`src/rtl/saturn_mailbox_pkg.sv`:
```
// saturn_mailbox_pkg: register offsets, STATUS/CTRL bit indices and data width
// shared by the Saturn<->MCU mailbox.
package saturn_mailbox_pkg;
    localparam int DATA_W = 16;
    localparam logic [2:0] REG_STATUS = 3'd0;
    localparam logic [2:0] REG_TXDATA = 3'd1;
    localparam logic [2:0] REG_RXDATA = 3'd2;
    localparam logic [2:0] REG_CTRL   = 3'd3;
    localparam int ST_TX_FULL  = 0;
    localparam int ST_TX_EMPTY = 1;
    localparam int ST_RX_FULL  = 2;
    localparam int ST_RX_EMPTY = 3;
    localparam int ST_DOORBELL = 4;
    localparam int CTRL_DB_SET = 0;
    localparam int CTRL_FLUSH  = 1;
    localparam int CTRL_DB_CLR = 2;
endpackage

```
`src/rtl/saturn_mailbox_fifo.sv`:
```
// mailbox_fifo: show-ahead FIFO with wrap-bit pointers and synchronous flush.
// Ports: clk_i, rst_ni (sync active-low), push_i/data_i write side,
// pop_i/data_o read side (data_o is the head word), flush_i empties the FIFO,
// full_o/empty_o/count_o occupancy.
module mailbox_fifo
    import saturn_mailbox_pkg::*;
#(
    parameter int DEPTH_LOG2 = 4
) (
    input  logic                  clk_i,
    input  logic                  rst_ni,
    input  logic                  push_i,
    input  logic                  pop_i,
    input  logic                  flush_i,
    input  logic [DATA_W-1:0]     data_i,
    output logic [DATA_W-1:0]     data_o,
    output logic                  full_o,
    output logic                  empty_o,
    output logic [DEPTH_LOG2:0]   count_o
);
    logic [DATA_W-1:0]   mem_q [2**DEPTH_LOG2];
    logic [DEPTH_LOG2:0] wptr_q, wptr_d, rptr_q, rptr_d;
    logic                do_push, do_pop;

    assign full_o  = (wptr_q[DEPTH_LOG2] != rptr_q[DEPTH_LOG2]) &&
                     (wptr_q[DEPTH_LOG2-1:0] == rptr_q[DEPTH_LOG2-1:0]);
    assign empty_o = wptr_q == rptr_q;
    assign count_o = wptr_q - rptr_q;
    assign data_o  = mem_q[rptr_q[DEPTH_LOG2-1:0]];
    // A push into a full FIFO is legal when the head leaves on the same edge.
    assign do_push = push_i && (!full_o || pop_i) && !flush_i;
    assign do_pop  = pop_i && !empty_o && !flush_i;

    always_comb begin
        wptr_d = flush_i ? '0 : wptr_q + (DEPTH_LOG2+1)'(do_push);
        rptr_d = flush_i ? '0 : rptr_q + (DEPTH_LOG2+1)'(do_pop);
    end

    always_ff @(posedge clk_i) begin
        if (!rst_ni) begin
            wptr_q <= '0;
            rptr_q <= '0;
        end else begin
            wptr_q <= wptr_d;
            rptr_q <= rptr_d;
        end
    end

    always_ff @(posedge clk_i) begin
        if (do_push) mem_q[wptr_q[DEPTH_LOG2-1:0]] <= data_i;
    end
endmodule

```
`src/rtl/saturn_mailbox.sv`:
```
// saturn_mailbox: Avalon-MM 16-bit slave implementing a TX/RX mailbox between
// the Saturn CPU and the MCU.
// Ports: avm_clk/avm_reset_n (sync active-low); avm_addr/avm_rd/avm_wr/avm_wdata
// bus requests; avm_rdata/avm_rdvalid registered read response; avm_wait
// combinational stall; tx_* stream to the MCU; rx_* stream from the MCU;
// mcu_irq mirrors the doorbell.
module saturn_mailbox
    import saturn_mailbox_pkg::*;
#(
    parameter int          DEPTH_LOG2 = 4,
    parameter logic [31:0] BASE_ADDR  = 32'h0000_0000
) (
    input  logic              avm_clk,
    input  logic              avm_reset_n,
    input  logic [31:0]       avm_addr,
    input  logic              avm_rd,
    input  logic              avm_wr,
    input  logic [DATA_W-1:0] avm_wdata,
    output logic [DATA_W-1:0] avm_rdata,
    output logic              avm_rdvalid,
    output logic              avm_wait,
    output logic [DATA_W-1:0] tx_data,
    output logic              tx_valid,
    input  logic              tx_ready,
    input  logic [DATA_W-1:0] rx_data,
    input  logic              rx_valid,
    output logic              rx_ready,
    output logic              mcu_irq
);
    logic [DATA_W-1:0]   rdata_q, rdata_d, rd_word, status, rx_head;
    logic                rdvalid_q, doorbell_q, doorbell_d;
    logic                in_win, sel_tx, sel_rx, sel_ctrl, wr_only, rd_acc, wr_acc;
    logic                flush, tx_push, tx_pop, rx_push, rx_pop, db_set, db_clr;
    logic                tx_full, tx_empty, rx_full, rx_empty;
    logic [DEPTH_LOG2:0] tx_count, rx_count;
    logic [2:0]          off;
    logic                unused_addr0;

    assign unused_addr0 = avm_addr[0];
    assign in_win   = avm_addr[31:4] == BASE_ADDR[31:4];
    assign off      = avm_addr[3:1];
    assign sel_tx   = in_win && off == REG_TXDATA;
    assign sel_rx   = in_win && off == REG_RXDATA;
    assign sel_ctrl = in_win && off == REG_CTRL;
    // A simultaneous read and write is treated as a read only.
    assign wr_only  = avm_wr && !avm_rd;
    assign avm_wait = (avm_rd && sel_rx && rx_empty) || (wr_only && sel_tx && tx_full);
    assign rd_acc   = avm_rd && !avm_wait;
    assign wr_acc   = wr_only && !avm_wait;

    assign flush    = wr_acc && sel_ctrl && avm_wdata[CTRL_FLUSH];
    assign tx_push  = wr_acc && sel_tx;
    assign tx_pop   = tx_valid && tx_ready;
    assign tx_valid = !tx_empty;
    assign rx_pop   = rd_acc && sel_rx;
    // A full RX FIFO still takes a word when the bus pops the head this cycle.
    assign rx_ready = !rx_full || rx_pop;
    assign rx_push  = rx_valid && rx_ready;

    assign db_set = wr_acc && sel_ctrl && avm_wdata[CTRL_DB_SET];
    assign db_clr = (tx_pop && !flush && !tx_push && tx_count == (DEPTH_LOG2+1)'(1)) ||
                    (wr_acc && sel_ctrl && avm_wdata[CTRL_DB_CLR]);

    assign status = {8'(rx_count), 3'b0, doorbell_q, rx_empty, rx_full, tx_empty, tx_full};

    always_comb begin
        rd_word    = !in_win              ? '0 :
                     off == REG_STATUS    ? status :
                     off == REG_RXDATA    ? rx_head :
                     off == REG_CTRL      ? {{(DATA_W-1){1'b0}}, doorbell_q} : '0;
        rdata_d    = rd_acc ? rd_word : rdata_q;
        doorbell_d = db_set || (doorbell_q && !db_clr);
    end

    always_ff @(posedge avm_clk) begin
        if (!avm_reset_n) begin
            rdata_q    <= '0;
            rdvalid_q  <= 1'b0;
            doorbell_q <= 1'b0;
        end else begin
            rdata_q    <= rdata_d;
            rdvalid_q  <= rd_acc;
            doorbell_q <= doorbell_d;
        end
    end

    assign avm_rdata   = rdata_q;
    assign avm_rdvalid = rdvalid_q;
    assign mcu_irq     = doorbell_q;

    mailbox_fifo #(.DEPTH_LOG2(DEPTH_LOG2)) u_tx (
        .clk_i(avm_clk), .rst_ni(avm_reset_n), .push_i(tx_push), .pop_i(tx_pop),
        .flush_i(flush), .data_i(avm_wdata), .data_o(tx_data), .full_o(tx_full),
        .empty_o(tx_empty), .count_o(tx_count)
    );

    mailbox_fifo #(.DEPTH_LOG2(DEPTH_LOG2)) u_rx (
        .clk_i(avm_clk), .rst_ni(avm_reset_n), .push_i(rx_push), .pop_i(rx_pop),
        .flush_i(flush), .data_i(rx_data), .data_o(rx_head), .full_o(rx_full),
        .empty_o(rx_empty), .count_o(rx_count)
    );
endmodule

```
`config.mk`:
```
export PLATFORM = sky130hd
export DESIGN_NAME = saturn_mailbox
export DESIGN_NICKNAME = d
export VERILOG_FILES = /design/src/rtl/saturn_mailbox_pkg.sv /design/src/rtl/saturn_mailbox_fifo.sv /design/src/rtl/saturn_mailbox.sv
export SDC_FILE = /design/constraint.sdc
export NUM_CORES = 1
export LEC_CHECK = 0
export ABC_AREA = 0
export BUFFER_PORTS_ARGS = -buffer_cell sky130_fd_sc_hd__buf_2
export CORE_MARGIN = 4
export CORE_UTILIZATION = 40
export CTS_BUF_LIST = sky130_fd_sc_hd__clkbuf_8 sky130_fd_sc_hd__clkbuf_16
export CTS_CLUSTER_DIAMETER = 30
export DETAILED_ROUTE_END_ITERATION = 10
export GPL_TIMING_DRIVEN = 0
export PLACE_DENSITY_LB_ADDON = 0.2
export SLEW_MARGIN = 20
export SYNTH_ARGS = -nofsm -noshare
export SYNTH_HDL_FRONTEND = slang
export SYNTH_SLANG_ARGS = --single-unit
```
`constraint.sdc`:
```
create_clock -name avm_clk -period 7.2 [get_ports avm_clk]
set_input_delay 1.44 -clock avm_clk [delete_from_list [all_inputs] [get_ports avm_clk]]
set_output_delay 1.44 -clock avm_clk [all_outputs]
set_load 0.02 [all_outputs]
```
Word level (Yosys, flattened, before mapping)
Memory sizes are Yosys's and may differ from the RTL's. A register that Yosys moved wholly into a read port is not among the register bits. Cells that the tools add are included.

Register bits after elaboration: 38. Bits in latches: 0. Memory bits (writable): 512. Bits in read-only memories: 0. Output and inout bits: 37. Memories kept: 2.

Add/sub/neg operators: 6. Multipliers: 0. Div/mod/pow operators: 0. Order comparisons: 0. Equality and inequality tests: 10. Shift-type cells: 0. Muxes and demuxes: 10. Bitwise operators: 1. Reduce and logical (&&, ||, !) cells: 49.

Memories: u_rx.mem_q (words 16, bits a word 16, rd ports 1, clocked after memory_dff 1, write ports 1, RTL line saturn_mailbox_fifo.sv:21) `logic [DATA_W-1:0] mem_q [2**DEPTH_LOG2];`; u_tx.mem_q (words 16, bits a word 16, rd ports 1, clocked after memory_dff 1, write ports 1, RTL line saturn_mailbox_fifo.sv:21).

Operators by type and width (number): two-way mux 16 bit (3); logical AND 1 bit (32); zero test 28 bit (1); adder 5 x 1 -> 5 bit (4); == test 5 bit (2); subtractor 5 bit (2); zero test 1 bit (9); == test 4 bit (2); two-way mux 4 bit (2); == test 3 x 2 -> 1 bit (second input constant) (2); == test 5 x 1 -> 1 bit (second input constant) (1); logical OR 1 bit (5); two-way mux 1 bit (5); == test 3 x 1 -> 1 bit (second input constant) (1); zero test 3 bit (1); != test 1 bit (2); OR reduction 2 bit (1); inverter 1 bit (1).

Longest topological paths before layout
Depth in word-level cells: 17. Depth in mapped cells: 15. Gate-level depth less buffers: 12.

Cells and area by module
From an unflattened synthesis, not the netlist that was laid out.

Cell total of the unflattened synthesis: 1147. Area, all modules: 22237.6 µm².

Modules (own cells, without submodules): mailbox_fifo (u_tx) (times used 1, cells each 519, area each 10675.2 µm², sequential area each 7887.6 µm²); mailbox_fifo (u_rx) (times used 1, cells each 519, area each 10654.0 µm², sequential area each 7887.6 µm²); saturn_mailbox (times used 1, cells each 109, area each 908.4 µm², sequential area each 360.3 µm²).

Worst setup path after synthesis
OpenSTA, ideal clock, no wires.

Path kind: input port to flip-flop. From: in avm_addr[28]. To: mem u_rx.mem_q[1][0], enable pin. Library setup time: 0.430 ns. Data arrival time: 4.171 ns. Slack: 2.598 ns. Stages: 5. Path buffers: 0. Path through: nor4_1 nand3_1 nor4_4 o211ai_2 nor4_1.

Longest elaborated chain between the ends: 14.

RTL lines: start, declared (RTL line saturn_mailbox.sv:15) `input logic [31:0] avm_addr,`; zero test 28 bit (*) (RTL line saturn_mailbox.sv:40) `assign in_win = avm_addr[31:4] == BASE_ADDR[31:4];`; logical AND 1 bit (on tied branches) (RTL line saturn_mailbox.sv:43, saturn_mailbox.sv:42); logical AND 1 bit (2 in a row) (RTL line saturn_mailbox.sv:47) `assign avm_wait = (avm_rd && sel_rx && rx_empty) || (wr_only && sel_tx && tx_full);`; logical OR 1 bit (RTL line saturn_mailbox.sv:47); zero test 1 bit (RTL line saturn_mailbox.sv:48, saturn_mailbox.sv:49); logical AND 1 bit (RTL line saturn_mailbox.sv:48) `assign rd_acc = avm_rd && !avm_wait;`; logical AND 1 bit (RTL line saturn_mailbox.sv:55) `assign rx_pop = rd_acc && sel_rx;`; logical OR 1 bit (RTL line saturn_mailbox_fifo.sv:31, saturn_mailbox.sv:57); logical AND 1 bit (RTL line saturn_mailbox.sv:58) `assign rx_push = rx_valid && rx_ready;`; logical AND 1 bit (RTL line saturn_mailbox_fifo.sv:31) `assign do_push = push_i && (!full_o || pop_i) && !flush_i;`; logical AND 1 bit (*) (RTL line saturn_mailbox_fifo.sv:31); two-way mux 1 bit (*) (RTL line saturn_mailbox_fifo.sv:50) `if (do_push) mem_q[wptr_q[DEPTH_LOG2-1:0]] <= data_i;`; two-way mux 1 bit (implied by the code) (*) (RTL line saturn_mailbox_fifo.sv:50); end, declared (RTL line saturn_mailbox_fifo.sv:21).

Mark *: on every way between the ends. The rest lies on a longest branch, timed or not.

Final worst setup path
From: reg u_tx.rptr_q[1]. To: out avm_wait.

Longest elaborated chain between the ends: 4.

RTL lines: start, declared (RTL line saturn_mailbox_fifo.sv:22) `logic [DEPTH_LOG2:0] wptr_q, wptr_d, rptr_q, rptr_d;`; start signal, assigned (RTL line saturn_mailbox_fifo.sv:45) `rptr_q <= rptr_d;`; == test 4 bit (RTL line saturn_mailbox_fifo.sv:26) `(wptr_q[DEPTH_LOG2-1:0] == rptr_q[DEPTH_LOG2-1:0]);`; logical AND 1 bit (RTL line saturn_mailbox_fifo.sv:25) `assign full_o = (wptr_q[DEPTH_LOG2] != rptr_q[DEPTH_LOG2]) &&`; logical AND 1 bit (RTL line saturn_mailbox.sv:47); logical OR 1 bit (RTL line saturn_mailbox.sv:47); end, declared (RTL line saturn_mailbox.sv:21) `output logic avm_wait,`.

Every way passes these cells.

==> flow_metrics.tcl <==
set metrics [dict create \
    whs_path_depth 1 \
    hold_violations 0 \
    clockBufferDepth 3 \
    grt_max_degree 18 \
    end_kind "primary output" \
    ant_nets 0 \
    max_freq_mhz 183 \
    die_y_um 240 \
    drv_slew 0 \
    io_pins 107 \
    antenna_found_initial 2 \
    cts_tree "built" \
    skew_ns 0.0276 \
    r2r_slack_ns 2.38 \
    synth_adder_area_share_pct 1.11 \
    hold_buffers 0 \
    grtUsageTotal_pct 18.9 \
    coreArea_mm2 0.0531 \
    hold_path_end "avm_rdata[13]$_SDFFE_PN0N_" \
    hold_slack_ns 0.462 \
    detailed_place_hpwl_mm 35.4 \
    die_x_um 240 \
    ir_worst_vdd_uv 210 \
    setup_viol 0 \
    ctsRootBufferMaster "clkbuf_16" \
    worstSetupStartpointType "flip-flop" \
    clock_latency_ns 0.65 \
    fillCellCount 4186 \
    synth-xor-area-share_pct 0.770 \
    synth.ff_latch_count 550 \
    reg2reg_to "u_tx.mem_q[3][9]$_DFFE_PP_" \
    synth_flop_cell "edfxtp_1" \
    cts_setup_buffers 0 \
    yosysUniqueCellTypes 62 \
    hp-class "reg -> reg" \
    synth-simple-area-share_pct 3.72 \
    routed_wl_mm 53.9 \
    worstHoldStart "avm_rdata[13]$_SDFFE_PN0N_" \
    cp_max_fo 10 \
    synth_compound_area_share_pct 2.22 \
    min_period_ns 5.46 \
    drtIter0Drc 920 \
    drive_gt1_share_pct 39.8 \
    drv_cap 0 \
    r2r_cells 11 \
    grt_overflow 0 \
    vias_per_cell 5.43 \
    multi_input_area_mm2 0.00534 \
    status "completed" \
    leakagePower_nw 9.21 \
    htreeDepth 3 \
    synth_edf_count 512 \
    port_buffers 104 \
    yosysWarnings 0 \
    muxShareOfSynthArea_pct 16.0 \
    syn_area_mm2 0.0216 \
    tightest_slew_ns 1.05 \
    synthToLayoutAreaGrowth_pct 26.3 \
    arrival_ns 4.02 \
    drc 0 \
    async_flop_share_pct 0 \
    post-route-period-util_pct 75.8 \
    die_area_mm2 0.0578 \
    pwr_density_cell_mw_per_mm2 312 \
    cts.sinks 550 \
    syn-num-nets 1117 \
    register_area_mm2 0.0161 \
    gp_congestion 0.776 \
    fin_tns_setup_ns 0 \
    critPathRequiredTime_ns 5.76 \
    synth_top_family_by_area "multiplexers" \
    grt_pass1_wl_mm 79.4 \
    ys_seq_area_share_pct 74.6 \
    nets 1394 \
    start_util_pct 40.7 \
    rr_startpoint "u_tx.rptr_q[1]$_SDFF_PP0_" \
    drt-pass1-iter-count 5 \
    wl_per_cell_um 25.8 \
    post_synth.cell_area_avg_um2 21.0 \
    dr_total_vias 11300 \
    path_clk_slew_ns 0.05 \
    fp-row-count 84 \
    grt_setup_unrepaired "false" \
    slew-limit-headroom_pct 29.9 \
    ctsResizeCount 0 \
    cts_buffers 108 \
    synthCells 1029 \
    grt_pass1_vias 11900 \
    crit_type "reg -> out" \
]
layout by cell type (no fill, tap or decap), types with 4 or more instances in the layout:
master,netlist,routed
nor2_4,0,9
clkinv_1,1,17
a21oi_1,7,7
nand3_1,17,17
inv_6,0,9
clkbuf_16,0,110
clkbuf_1,18,18
dfxtp_1,38,38
o2bb2ai_1,4,4
nor4_1,12,6
nor4_2,4,10
a32o_1,7,7
mux2i_1,28,28
xnor2_1,8,8
nor2_1,30,17
a22o_1,7,7
inv_1,12,27
ha_1,16,16
mux4_2,140,140
edfxtp_1,512,512
a31oi_1,4,4
clkinv_2,0,23
clkinv_4,0,5
xor2_1,11,11
clkinvlp_4,0,8
buf_2,15,133
and3_1,12,12
nor2_2,0,4
buf_4,4,41
buf_6,6,15
nor3_2,1,14
buf_1,6,5
bufinv_16,0,13
nand2b_1,8,8
nand2_1,20,20
o211ai_1,4,4
a22oi_1,5,5
nor3_1,17,4
worst max-delay path, stage by stage (launching register included):
cell and delay, ns:
dfxtp_1 0.36, clkbuf_1 0.60, clkbuf_1 0.81, inv_1 0.20, ha_1 0.39, nand4_1 0.15, nor4b_1 0.36, o211ai_1 0.20
inv_1 0.11, buf_2 0.18
synth_stat cells, types with 8 or more instances:
cell type,n,area share (%)
mux2i_1,28,1.3
nor4_1,12,0.35
xnor2_1,8,0.32
ha_1,16,0.93
clkbuf_1,18,0.31
xor2_1,11,0.45
buf_2,15,0.35
mux4_2,140,15
nand3_1,17,0.39
nand2_1,20,0.35
nor3_1,17,0.39
inv_1,12,0.21
dfxtp_1,38,3.5
nor2_1,30,0.52
and3_1,12,0.35
edfxtp_1,512,71
nand2b_1,8,0.23
state kept, by name, summed over array words and instances, names as in the netlist:
register	flops
u_rx.wptr_q	5
avm_rdata	16
avm_rdvalid	1
mcu_irq	1
u_rx.mem_q	256
u_tx.mem_q	256
u_rx.rptr_q	5
u_tx.wptr_q	5
u_tx.rptr_q	5
how the worst max path moves through the flow:
stage | from | to | slack (ns)
floorplan | avm_addr[28] | u_rx.mem_q[1][0]$_DFFE_PP_ | 2.60
global placement | avm_addr[28] | u_rx.mem_q[4][14]$_DFFE_PP_ | -0.78
detailed placement | avm_addr[28] | u_rx.mem_q[11][9]$_DFFE_PP_ | 2.34
CTS | u_tx.rptr_q[1]$_SDFF_PP0_ | avm_wait | 1.70
global route | u_tx.rptr_q[1]$_SDFF_PP0_ | avm_wait | 1.58
finish | u_tx.rptr_q[1]$_SDFF_PP0_ | avm_wait | 1.74
report_power, final:
group          internal (mW)  switching [mW]  total, mW
Sequential              3.52         0.00684       3.53
Combinational         0.0440          0.0923      0.136
Clock                   3.24            1.60       4.84
stage by stage:
stage,area (um^2),power (mW),instances,setup WS (ns),utilization (%)
final,27300,8.51,2087,1.74,51.4
after global routing,27300,8.76,2086,1.58,51.4
after CTS,27300,8.58,2086,1.70,51.4
after detailed placement,23700,3.72,1884,2.34,44.7
after global placement,23000,3.70,1821,-0.777,43.3
after floorplan,21600,3.63,1029,2.60,-
final cells by class:
class / instances / area share (%)
Buffer: 49 / 0.967
Antenna cell: 1 / 0.00917
Tap cell: 688 / 3.15
Clock inverter: 90 / 3.01
Multi-Input combinational cell: 414 / 19.6
Sequential cell: 550 / 59.1
Clock buffer: 112 / 10.2
Timing Repair Buffer: 167 / 3.80
Inverter: 16 / 0.220
routing by layer:
metal | part of all wire [%] | up-vias | GRT usage (%)
li1 | - | 4916 | -
met1 | 41 | 5941 | 24.9
met2 | 51 | 370 | 31.8
met3 | 5.7 | 93 | 4.28
met4 | 2.2 | 2 | 5.65
met5 | 0.020 | - | 0
logic make-up (layout without fill, tap and decap cells):
logic type / after synthesis / after routing
DFF: 550 / 550
muxes: 171 / 171
and+or+nand+nor: 144 / 144
buffers and inverters: 65 / 434
AOI/OAI and AO/OA: 62 / 62
xor gates and xnor gates: 19 / 19
adders and majority gates: 18 / 18
other: 0 / 1
Power figures use the tool's default switching activity.
